**config.mk**
```make
export PLATFORM = sky130hd
export DESIGN_NAME = he_hssi_tx_rr_arb_flat
export DESIGN_NICKNAME = d
export VERILOG_FILES = /design/src/rtl/he_hssi_tx_rr_arb_if.sv /design/src/rtl/he_hssi_tx_rr_arb.sv /design/src/flat_wrapper.sv
export SDC_FILE = /design/constraint.sdc
export NUM_CORES = 1
export LEC_CHECK = 0
export ABC_AREA = 1
export BUFFER_PORTS_ARGS = -buffer_cell sky130_fd_sc_hd__buf_2
export CAP_MARGIN = 15
export CORE_AREA = 2 2 315 317
export DETAILED_ROUTE_END_ITERATION = 10
export DIE_AREA = 0 0 317 319
export PLACE_DENSITY_LB_ADDON = 0.1
export SLEW_MARGIN = 20
export SYNTH_ARGS = -nofsm -noshare
export SYNTH_HDL_FRONTEND = slang
export SYNTH_SLANG_ARGS = --single-unit
```
**constraint.sdc**
```tcl
create_clock -name clk -period 2.5 [get_ports clk]
set_input_delay 0 -clock clk [delete_from_list [all_inputs] [get_ports clk]]
set_output_delay 0 -clock clk [all_outputs]
set_load 0.1 [all_outputs]
```
**src/rtl/he_hssi_tx_rr_arb_if.sv**
```systemverilog
// rtl/he_hssi_tx_rr_arb_if.sv - Source-side and lane-side AXI-Stream bundle for the TX round-robin arbiter
interface he_hssi_tx_rr_arb_if #(
  parameter int NUM_PORTS = 8,
  parameter int DATA_W    = 64,
  parameter int USER_W    = 12,
  parameter int IDX_W     = $clog2(NUM_PORTS)
);

  // Per-source TX streams, packed with source i at slice i.
  logic [NUM_PORTS-1:0]          s_tvalid;
  logic [NUM_PORTS-1:0]          s_tready;
  logic [NUM_PORTS*DATA_W-1:0]   s_tdata;
  logic [NUM_PORTS*DATA_W/8-1:0] s_tkeep;
  logic [NUM_PORTS-1:0]          s_tlast;
  logic [NUM_PORTS*USER_W-1:0]   s_tuser;

  // Shared HSSI TX lane.
  logic                          m_tvalid;
  logic                          m_tready;
  logic [DATA_W-1:0]             m_tdata;
  logic [DATA_W/8-1:0]           m_tkeep;
  logic                          m_tlast;
  logic [USER_W-1:0]             m_tuser;
  logic [IDX_W-1:0]              m_tdest;

  // Traffic sources plus the lane sink: drive the source streams and lane ready.
  modport master (
    output s_tvalid, s_tdata, s_tkeep, s_tlast, s_tuser, m_tready,
    input  s_tready, m_tvalid, m_tdata, m_tkeep, m_tlast, m_tuser, m_tdest
  );

  // The arbiter: consumes the source streams and drives the lane.
  modport slave (
    input  s_tvalid, s_tdata, s_tkeep, s_tlast, s_tuser, m_tready,
    output s_tready, m_tvalid, m_tdata, m_tkeep, m_tlast, m_tuser, m_tdest
  );

endinterface

```
**src/rtl/he_hssi_tx_rr_arb.sv**
```systemverilog
// rtl/he_hssi_tx_rr_arb.sv - Packet-level round-robin arbiter sharing one HSSI TX lane among HE-HSSI sources
module he_hssi_tx_rr_arb #(
  parameter int NUM_PORTS = 8,
  parameter int DATA_W    = 64,
  parameter int USER_W    = 12,
  parameter int IDX_W     = $clog2(NUM_PORTS)
) (
  input  logic                 clk,
  input  logic                 rst,
  input  logic [NUM_PORTS-1:0] port_en,
  he_hssi_tx_rr_arb_if.slave   bus,
  output logic                 busy,
  output logic [IDX_W-1:0]     cur_port
);

  localparam int KEEP_W = DATA_W / 8;

  typedef enum logic {
    ST_IDLE = 1'b0,
    ST_PKT  = 1'b1
  } state_t;

  state_t             state;
  logic [IDX_W-1:0]   last_grant;

  // Output stage registers.
  logic               m_tvalid_q;
  logic [DATA_W-1:0]  m_tdata_q;
  logic [KEEP_W-1:0]  m_tkeep_q;
  logic               m_tlast_q;
  logic [USER_W-1:0]  m_tuser_q;
  logic [IDX_W-1:0]   m_tdest_q;

  // Arbitration.
  logic [NUM_PORTS-1:0] req;
  logic                 found;
  logic [IDX_W-1:0]     pick;
  logic [IDX_W-1:0]     cand;

  // The granted source, muxed out of the packed buses.
  logic               sel_tvalid;
  logic [DATA_W-1:0]  sel_tdata;
  logic [KEEP_W-1:0]  sel_tkeep;
  logic               sel_tlast;
  logic [USER_W-1:0]  sel_tuser;

  logic               out_free;
  logic               accept;

  // Port index increment that wraps at NUM_PORTS (which need not be a power of two).
  function automatic logic [IDX_W-1:0] next_idx(input logic [IDX_W-1:0] x);
    if (x == IDX_W'(NUM_PORTS - 1)) begin
      return '0;
    end
    return x + IDX_W'(1);
  endfunction

  assign req = bus.s_tvalid & port_en;

  // Round-robin search: first requester strictly after the last packet owner, wrapping.
  always_comb begin
    found = 1'b0;
    pick  = '0;
    cand  = next_idx(last_grant);
    for (int k = 0; k < NUM_PORTS; k++) begin
      if (!found && req[cand]) begin
        found = 1'b1;
        pick  = cand;
      end
      cand = next_idx(cand);
    end
  end

  // Select the granted source's beat from the packed source buses.
  always_comb begin
    sel_tvalid = 1'b0;
    sel_tdata  = '0;
    sel_tkeep  = '0;
    sel_tlast  = 1'b0;
    sel_tuser  = '0;
    for (int i = 0; i < NUM_PORTS; i++) begin
      if (cur_port == IDX_W'(i)) begin
        sel_tvalid = bus.s_tvalid[i];
        sel_tdata  = bus.s_tdata[i*DATA_W +: DATA_W];
        sel_tkeep  = bus.s_tkeep[i*KEEP_W +: KEEP_W];
        sel_tlast  = bus.s_tlast[i];
        sel_tuser  = bus.s_tuser[i*USER_W +: USER_W];
      end
    end
  end

  // The output register can take a beat when empty or draining this cycle.
  assign out_free = !m_tvalid_q || bus.m_tready;
  assign accept   = (state == ST_PKT) && sel_tvalid && out_free;

  // Only the granted source sees ready; it never depends on any s_tvalid.
  always_comb begin
    bus.s_tready = '0;
    if (state == ST_PKT) begin
      bus.s_tready[cur_port] = out_free;
    end
  end

  assign bus.m_tvalid = m_tvalid_q;
  assign bus.m_tdata  = m_tdata_q;
  assign bus.m_tkeep  = m_tkeep_q;
  assign bus.m_tlast  = m_tlast_q;
  assign bus.m_tuser  = m_tuser_q;
  assign bus.m_tdest  = m_tdest_q;

  // Grant FSM and output stage; a grant is held from the first beat through tlast.
  always_ff @(posedge clk) begin
    if (rst) begin
      state      <= ST_IDLE;
      last_grant <= IDX_W'(NUM_PORTS - 1);
      cur_port   <= '0;
      busy       <= 1'b0;
      m_tvalid_q <= 1'b0;
      m_tdata_q  <= '0;
      m_tkeep_q  <= '0;
      m_tlast_q  <= 1'b0;
      m_tuser_q  <= '0;
      m_tdest_q  <= '0;
    end else begin
      if (accept) begin
        m_tvalid_q <= 1'b1;
        m_tdata_q  <= sel_tdata;
        m_tkeep_q  <= sel_tkeep;
        m_tlast_q  <= sel_tlast;
        m_tuser_q  <= sel_tuser;
        m_tdest_q  <= cur_port;
      end else if (bus.m_tready) begin
        m_tvalid_q <= 1'b0;
      end

      case (state)
        ST_IDLE: begin
          if (found) begin
            cur_port <= pick;
            busy     <= 1'b1;
            state    <= ST_PKT;
          end
        end
        ST_PKT: begin
          if (accept && sel_tlast) begin
            last_grant <= cur_port;
            busy       <= 1'b0;
            state      <= ST_IDLE;
          end
        end
        default: begin
          state <= ST_IDLE;
          busy  <= 1'b0;
        end
      endcase
    end
  end

endmodule

```
**src/flat_wrapper.sv**
```systemverilog
// flat-port wrapper written by rule: the top's interface ports become plain ports
module he_hssi_tx_rr_arb_flat 
#(
  parameter int NUM_PORTS = 8,
  parameter int DATA_W    = 64,
  parameter int USER_W    = 12,
  parameter int IDX_W     = $clog2(NUM_PORTS)
)
  (clk, rst, port_en, busy, cur_port, bus_s_tvalid, bus_s_tdata, bus_s_tkeep, bus_s_tlast, bus_s_tuser, bus_m_tready, bus_s_tready, bus_m_tvalid, bus_m_tdata, bus_m_tkeep, bus_m_tlast, bus_m_tuser, bus_m_tdest);
  he_hssi_tx_rr_arb_if #(.NUM_PORTS(NUM_PORTS), .DATA_W(DATA_W), .USER_W(USER_W), .IDX_W(IDX_W)) bus_i ();
  input  logic clk;
  input  logic rst;
  input  logic [NUM_PORTS-1:0] port_en;
  output logic busy;
  output logic [IDX_W-1:0] cur_port;
  input wire logic [$bits(bus_i.s_tvalid)-1:0] bus_s_tvalid;
  input wire logic [$bits(bus_i.s_tdata)-1:0] bus_s_tdata;
  input wire logic [$bits(bus_i.s_tkeep)-1:0] bus_s_tkeep;
  input wire logic [$bits(bus_i.s_tlast)-1:0] bus_s_tlast;
  input wire logic [$bits(bus_i.s_tuser)-1:0] bus_s_tuser;
  input wire logic [$bits(bus_i.m_tready)-1:0] bus_m_tready;
  output wire logic [$bits(bus_i.s_tready)-1:0] bus_s_tready;
  output wire logic [$bits(bus_i.m_tvalid)-1:0] bus_m_tvalid;
  output wire logic [$bits(bus_i.m_tdata)-1:0] bus_m_tdata;
  output wire logic [$bits(bus_i.m_tkeep)-1:0] bus_m_tkeep;
  output wire logic [$bits(bus_i.m_tlast)-1:0] bus_m_tlast;
  output wire logic [$bits(bus_i.m_tuser)-1:0] bus_m_tuser;
  output wire logic [$bits(bus_i.m_tdest)-1:0] bus_m_tdest;
  assign bus_i.s_tvalid = bus_s_tvalid;
  assign bus_i.s_tdata = bus_s_tdata;
  assign bus_i.s_tkeep = bus_s_tkeep;
  assign bus_i.s_tlast = bus_s_tlast;
  assign bus_i.s_tuser = bus_s_tuser;
  assign bus_i.m_tready = bus_m_tready;
  assign bus_s_tready = bus_i.s_tready;
  assign bus_m_tvalid = bus_i.m_tvalid;
  assign bus_m_tdata = bus_i.m_tdata;
  assign bus_m_tkeep = bus_i.m_tkeep;
  assign bus_m_tlast = bus_i.m_tlast;
  assign bus_m_tuser = bus_i.m_tuser;
  assign bus_m_tdest = bus_i.m_tdest;
  he_hssi_tx_rr_arb #(.NUM_PORTS(NUM_PORTS), .DATA_W(DATA_W), .USER_W(USER_W), .IDX_W(IDX_W)) u_core (.clk(clk), .rst(rst), .port_en(port_en), .bus(bus_i), .busy(busy), .cur_port(cur_port));
endmodule
```
; Word-level counts from Yosys, hierarchy flattened
; Cells that the tools add are included.
; Widths: inputs -> output; s select.
[op_classes]
addsub = 8
magnitude_cmp = 10
eq_ne = 17
n_mux = 107
n_bitwise = 3
n_reduce_logical = 25
[op_table]
columns = op, count
row1 = $mux 64, 8
row2 = $mux 12, 8
row3 = $mux 3, 24
row4 = $mux 8, 9
row5 = $mux 1, 47
row6 = $eq 3x3->1 const B, 12
row7 = $lt 3x4->1 const B, 9
row8 = $add 3x1->3 const B, 8
row9 = $bmux 1 s3, 8
row10 = $and 8x8->8, 2
row11 = $logic_and 1x1->1, 11
row12 = $logic_not 1->1, 8
row13 = $eq 3x2->1 const B, 2
row14 = $reduce_and 2->1, 3
row15 = $pmux 1 s2, 2
row16 = $demux 1 s3, 1
row17 = $eq 3x1->1 const B, 1
row18 = $ge 3x1->1 const B, 1
row19 = $logic_not 3->1, 1
row20 = $ne 2x1->1 const B, 1
row21 = $ne 2x2->1 const B, 1
row22 = $reduce_bool 2->1, 1
row23 = $logic_or 1x1->1, 1
row24 = $not 1->1, 1
[totals]
regBits = 97
inputBits = 699
output_inout_bits = 101
wordCells = 180

; Depth between registers and ports, before layout
[logic_depth]
ltp_word = 30
mapped_depth = 19
mapped_depth_nobuf = 19

; Least setup slack after synthesis
; OpenSTA, ideal clock, no wires.
[synth_timing]
path_kind = reg-to-output
start = reg u_core.cur_port[0]
end = out bus_s_tready[3]
arrival_ps = 4610
t_required_ps = 2500
slack_ps = -2110
stages_incl_launch_ff = 5
n_path_buf = 2
cell_sequence = dfxtp_1 > inv_2 > clkbuf_1 > clkbuf_1 > nor4_1
[synth_between]
elab_chain_len = 6
elab_cells_between_ends = 7
classes_between = order compare: 2 / mux: 3 / bitwise: 1 / reduce/logical: 1
[synth_rtl]
columns = element, line
row1 = "start, declared", he_hssi_tx_rr_arb.sv:13  ; output logic [IDX_W-1:0] cur_port
row2 = "start signal, assigned", he_hssi_tx_rr_arb.sv:139  ; cur_port <= pick;
row3 = $lt 3x4->1 (implied by the code) or $ge 3x1->1 (tied branches), he_hssi_tx_rr_arb.sv:100  ; bus.s_tready[cur_port] = out_free;
row4 = $logic_and 1x1->1 (implied by the code), he_hssi_tx_rr_arb.sv:100
row5 = $mux 1 (implied by the code), he_hssi_tx_rr_arb.sv:100
row6 = $demux 1 s3 (*), -
row7 = $and 8x8->8 (no source line) (*), -
row8 = $mux 8 (*), he_hssi_tx_rr_arb.sv:99  ; if (state == ST_PKT) begin
row9 = "end, declared", flat_wrapper.sv:22  ; output wire logic [$bits(bus_i.s_tready)-1:0] bus_s_tready;
; Mark *: on every way between the ends. The rest lies on a longest branch, timed or not.

; Final worst setup path
[layout_timing]
start = reg u_core.last_grant[0]
end = reg u_core.cur_port[0]
[layout_between]
elab_chain_len = 29
elab_cells_between_ends = 79
classes_between = add/sub: 8 / eq/ne: 8 / mux: 48 / reduce/logical: 15
[layout_rtl]
columns = element, line
row1 = "start, declared", he_hssi_tx_rr_arb.sv:24  ; logic [IDX_W-1:0] last_grant;
row2 = "start signal, assigned", he_hssi_tx_rr_arb.sv:115  ; last_grant <= IDX_W'(NUM_PORTS - 1);
row3 = "start signal, assigned", he_hssi_tx_rr_arb.sv:146  ; last_grant <= cur_port;
row4 = "parallel branches: the longest is 2 deep, another holds $add 3x1->3", -
row5 = $mux 3 (*), he_hssi_tx_rr_arb.sv:55  ; return x + IDX_W'(1);
row6 = "parallel branches: the longest is 26 deep, another holds $add 3x1->3", -
; Mark *: on every way between the ends. The select of a mux whose other input is x is not followed.
; A chain may end at the register's enable or synchronous reset.

==> summary.json <==
{
  "yosys": {
    "post_synth_instance_area_um2": 8460,
    "synthDominantAreaCellType": "sky130_fd_sc_hd__nand2_1",
    "synthCells": 1502,
    "ys_types": 31,
    "register_bit_count_reported_by_yosys": 97,
    "net_count_after_synthesis": 2206,
    "synth.avg_cell_area_um2": 5.63,
    "synth_sequential_area_ratio_pct": 23.0,
    "synth.top_cells.by_area": "sky130_fd_sc_hd__nand2_1 (24%), sky130_fd_sc_hd__dfxtp_1 (23%), sky130_fd_sc_hd__nand3_1 (16%)",
    "yosysTopAreaCellShare_pct": 23.9,
    "yosys_warnings": 0
  },
  "clock_network": {
    "cts_num_sinks": 97,
    "clk_latency_ns": 0.39,
    "cts_root_buf": "sky130_fd_sc_hd__clkbuf_16",
    "clock_tree_from_tritoncts": "built",
    "clk_pin_slew_worst_paths_ns": 0.09,
    "numCtsBuffers": 9,
    "clock_path_buffers": 2,
    "htree_num_levels": 3
  },
  "worst_setup_path": {
    "sort_of_element_at_the_end_of_the_critical_path": "flip-flop",
    "setup.reg_to_reg.worst_slack_ns": 0.11,
    "worst-path-max-fanout": 7,
    "cp.arrival_ns": 2.67,
    "startpoint_type": "flip-flop",
    "worst_ep_required_time_ns": 2.78,
    "critical_path_start_end_classification": "reg2reg"
  },
  "job": {
    "timing.max_cap.violations": 0
  },
  "floorplanning": {
    "die-area_um2": 101000,
    "dieWidth_um": 317,
    "std_cell_rows": 115,
    "fp.coreArea_um2": 97700,
    "ios": 800,
    "die_height_um": 319,
    "start_util_pct": 8.66
  },
  "timing": {
    "setup_violations_final": 0,
    "fmax_ghz": 0.418,
    "timing.final.max_slew_violations": 0,
    "grt_setup_unrepaired": "true",
    "post-route-period-util_pct": 95.7,
    "tns_ns": 0,
    "worst_max_slew_pin_slew_ns": 0.789,
    "relative_slew_margins_pct": 47.4,
    "report.final.hold_viol_count": 0,
    "timing.final.crit_period_ns": 2.39,
    "fin_skew_ns": 0.0105
  },
  "grt": {
    "first_pass_grt_wire_length_mm": 113,
    "gr-total-overflow": 0,
    "grt_pass1_vias": 15978,
    "grt_max_degree": 88,
    "number_of_antenna_violations_at_the_first_check_in_global_routing": 30,
    "grtUsageTotal_pct": 15.6
  },
  "pwr": {
    "p_total_mw": 16.5,
    "p_per_area_nw_per_um2": 954,
    "power.static_leakage_nw": 7.89,
    "worst_ir_drop_vdd_mv": 0.312
  },
  "finish": {
    "area_taken_by_multi_input_logic_gates_um2": 6240,
    "filler_cell_count": 11481,
    "sequential_cell_area_um2": 1960,
    "layout.cell_area.non_filler_um2": 17300,
    "area_delta_synth_final_pct": 105,
    "design.final.nets": 3176,
    "final_layout_size_suffix_gt1_share_pct": 40.7
  },
  "detailed_routing": {
    "vias": 14991,
    "first_pass_iters": 6,
    "drt-total-wl_mm": 84.1,
    "drt_first_iter_violations": 684,
    "route.detailed.drc": 0,
    "routedWlPerCell_um": 22.3,
    "ant_nets": 0,
    "dr_wl_met3_mm": 5.83,
    "met2WireLength_mm": 41.9,
    "post_drt_via_cell_ratio": 3.98,
    "top_layer": "met5",
    "met1_length_mm": 34.1
  },
  "worst_hold_path": {
    "hp-class": "in2reg"
  },
  "outcome": {
    "run_status": "finished clean"
  },
  "place": {
    "finalWeightedCongestion": 0.854,
    "placement.io_buffers": 799,
    "dp_hpwl_mm": 64.0,
    "post_dp_cell_area_um2": 14600
  }
}
final cells by class:
class	instances	share of cell area (%)
timing repair buffer	1082	40.4
multi-input combinational	1243	36.0
sequential	97	11.3
tap	1287	9.30
clock buffer	10	1.45
inverter	39	0.925
clock inverter	5	0.491
antenna	7	0.101
registers in the layout, summed over array words and instances (netlist names), 3 cells and up:
name / count
u_core.bus.m_tdest: 3
u_core.last_grant: 3
u_core.bus.m_tdata: 64
u_core.bus.m_tkeep: 8
u_core.cur_port: 3
u_core.bus.m_tuser: 12
critical path, cell delays in order (launching register included):
cell                       delay [ns]
sky130_fd_sc_hd__dfxtp_4         0.37
sky130_fd_sc_hd__ha_4            0.16
sky130_fd_sc_hd__ha_4            0.16
sky130_fd_sc_hd__nor2_4          0.22
sky130_fd_sc_hd__nand2_1         0.13
sky130_fd_sc_hd__nand2_4         0.14
sky130_fd_sc_hd__o21ai_2         0.08
sky130_fd_sc_hd__buf_4           0.14
sky130_fd_sc_hd__nand2_2         0.08
sky130_fd_sc_hd__nand2_4         0.07
sky130_fd_sc_hd__buf_4           0.14
sky130_fd_sc_hd__o21ai_0         0.19
sky130_fd_sc_hd__nand2_1         0.07
sky130_fd_sc_hd__nand3b_1        0.17
sky130_fd_sc_hd__a21oi_2         0.13
sky130_fd_sc_hd__nor2_1          0.05
timing repair:
item | in CTS | in global routing
gates resized for setup | 25 | 76
hold buffers | 179 | 0
pin swaps | 12 | 34
setup buffers | 6 | 7
endpoints found under the setup margin | 95 | 86
cloned | 2 | 4
endpoints found under the hold margin | 64 | 0
logic make-up after synthesis:
family / count (synthesis) / synth area share (%)
compound gates: 287 / 18.5
flops: 97 / 23.0
simple gates: 951 / 50.1
buf+inv: 162 / 7.74
fa+ha+maj: 5 / 0.740
worst paths after layout:
path	start	endpoint	depth (start not counted)
setup / recovery	u_core.last_grant[0]	u_core.cur_port[0]	15
hold / removal	bus_s_tdata[417]	u_core.bus.m_tdata[33]	5
setup reg to reg	u_core.last_grant[0]	u_core.cur_port[0]	15
hold reg to reg	u_core.bus.m_tkeep[5]	u_core.bus.m_tkeep[5]	2
cell usage after synthesis:
cell                       count
sky130_fd_sc_hd__buf_4         9
sky130_fd_sc_hd__dfxtp_1      97
sky130_fd_sc_hd__o21ai_2       1
sky130_fd_sc_hd__buf_2        10
sky130_fd_sc_hd__a21oi_1     195
sky130_fd_sc_hd__nand3b_1      3
sky130_fd_sc_hd__nand4_1     106
sky130_fd_sc_hd__inv_1        33
sky130_fd_sc_hd__nand2_2       3
sky130_fd_sc_hd__o21ai_1      15
sky130_fd_sc_hd__a31oi_1       1
sky130_fd_sc_hd__clkinv_1      2
sky130_fd_sc_hd__nand3_1     265
sky130_fd_sc_hd__nor2_2        3
sky130_fd_sc_hd__inv_2         4
sky130_fd_sc_hd__o211ai_1      1
sky130_fd_sc_hd__o21ai_0      42
sky130_fd_sc_hd__nand2b_1      1
sky130_fd_sc_hd__ha_1          5
sky130_fd_sc_hd__nor2_4        1
sky130_fd_sc_hd__or2_0         1
sky130_fd_sc_hd__nand2_1     539
sky130_fd_sc_hd__a211oi_1      1
sky130_fd_sc_hd__a22o_1        1
sky130_fd_sc_hd__buf_1        12
sky130_fd_sc_hd__clkbuf_1     92
sky130_fd_sc_hd__nor3_2        4
sky130_fd_sc_hd__a221oi_1     29
sky130_fd_sc_hd__a21boi_0      1
sky130_fd_sc_hd__nor4_1        3
sky130_fd_sc_hd__nor2_1       22
stage by stage:
step	util (%)	hold slack, ns	std cells	setup WS [ns]
finish	17.7	0.0283	3770	0.107
global route	17.7	0.0206	3769	-0.0682
CTS	17.3	0.0000236	3753	-0.00295
detailed placement	14.9	0.291	3551	-0.383
global placement	14.9	0.287	3551	-0.416
floorplan	-	0.161	1502	0.0377
routing by layer:
metal / global-route usage [%] / vias up
met5: 0 / -
met4: 5.12 / 30
met3: 3.98 / 101
met2: 27.5 / 573
met1: 18.2 / 7127
li1: - / 7160
report_power, final:
group | leakage, nW | switching, mW | internal [mW]
combinational | 6.92 | 8.78 | 3.65
sequential | 0.795 | 0.269 | 2.02
clock | 0.166 | 0.841 | 0.948
total | 7.89 | 9.89 | 6.62
layout by cell type (no fill, tap or decap), types with 5 or more instances in the layout:
cell type / count
sky130_fd_sc_hd__buf_2: 795
sky130_fd_sc_hd__nand2_1: 513
sky130_fd_sc_hd__nand3_1: 250
sky130_fd_sc_hd__a21oi_1: 192
sky130_fd_sc_hd__dlygate4sd3_1: 179
sky130_fd_sc_hd__nand4_1: 106
sky130_fd_sc_hd__dfxtp_1: 92
sky130_fd_sc_hd__buf_4: 74
sky130_fd_sc_hd__o21ai_0: 36
sky130_fd_sc_hd__inv_1: 28
sky130_fd_sc_hd__a221oi_1: 28
sky130_fd_sc_hd__nand2_2: 21
sky130_fd_sc_hd__buf_12: 21
sky130_fd_sc_hd__nor2_1: 18
sky130_fd_sc_hd__o21ai_1: 16
sky130_fd_sc_hd__nand3_2: 13
sky130_fd_sc_hd__clkbuf_16: 13
sky130_fd_sc_hd__nand2_4: 8
sky130_fd_sc_hd__diode_2: 7
sky130_fd_sc_hd__inv_2: 6
sky130_fd_sc_hd__buf_6: 6
sky130_fd_sc_hd__o21ai_2: 5
Note: power is estimated with default switching activity, not from simulation.
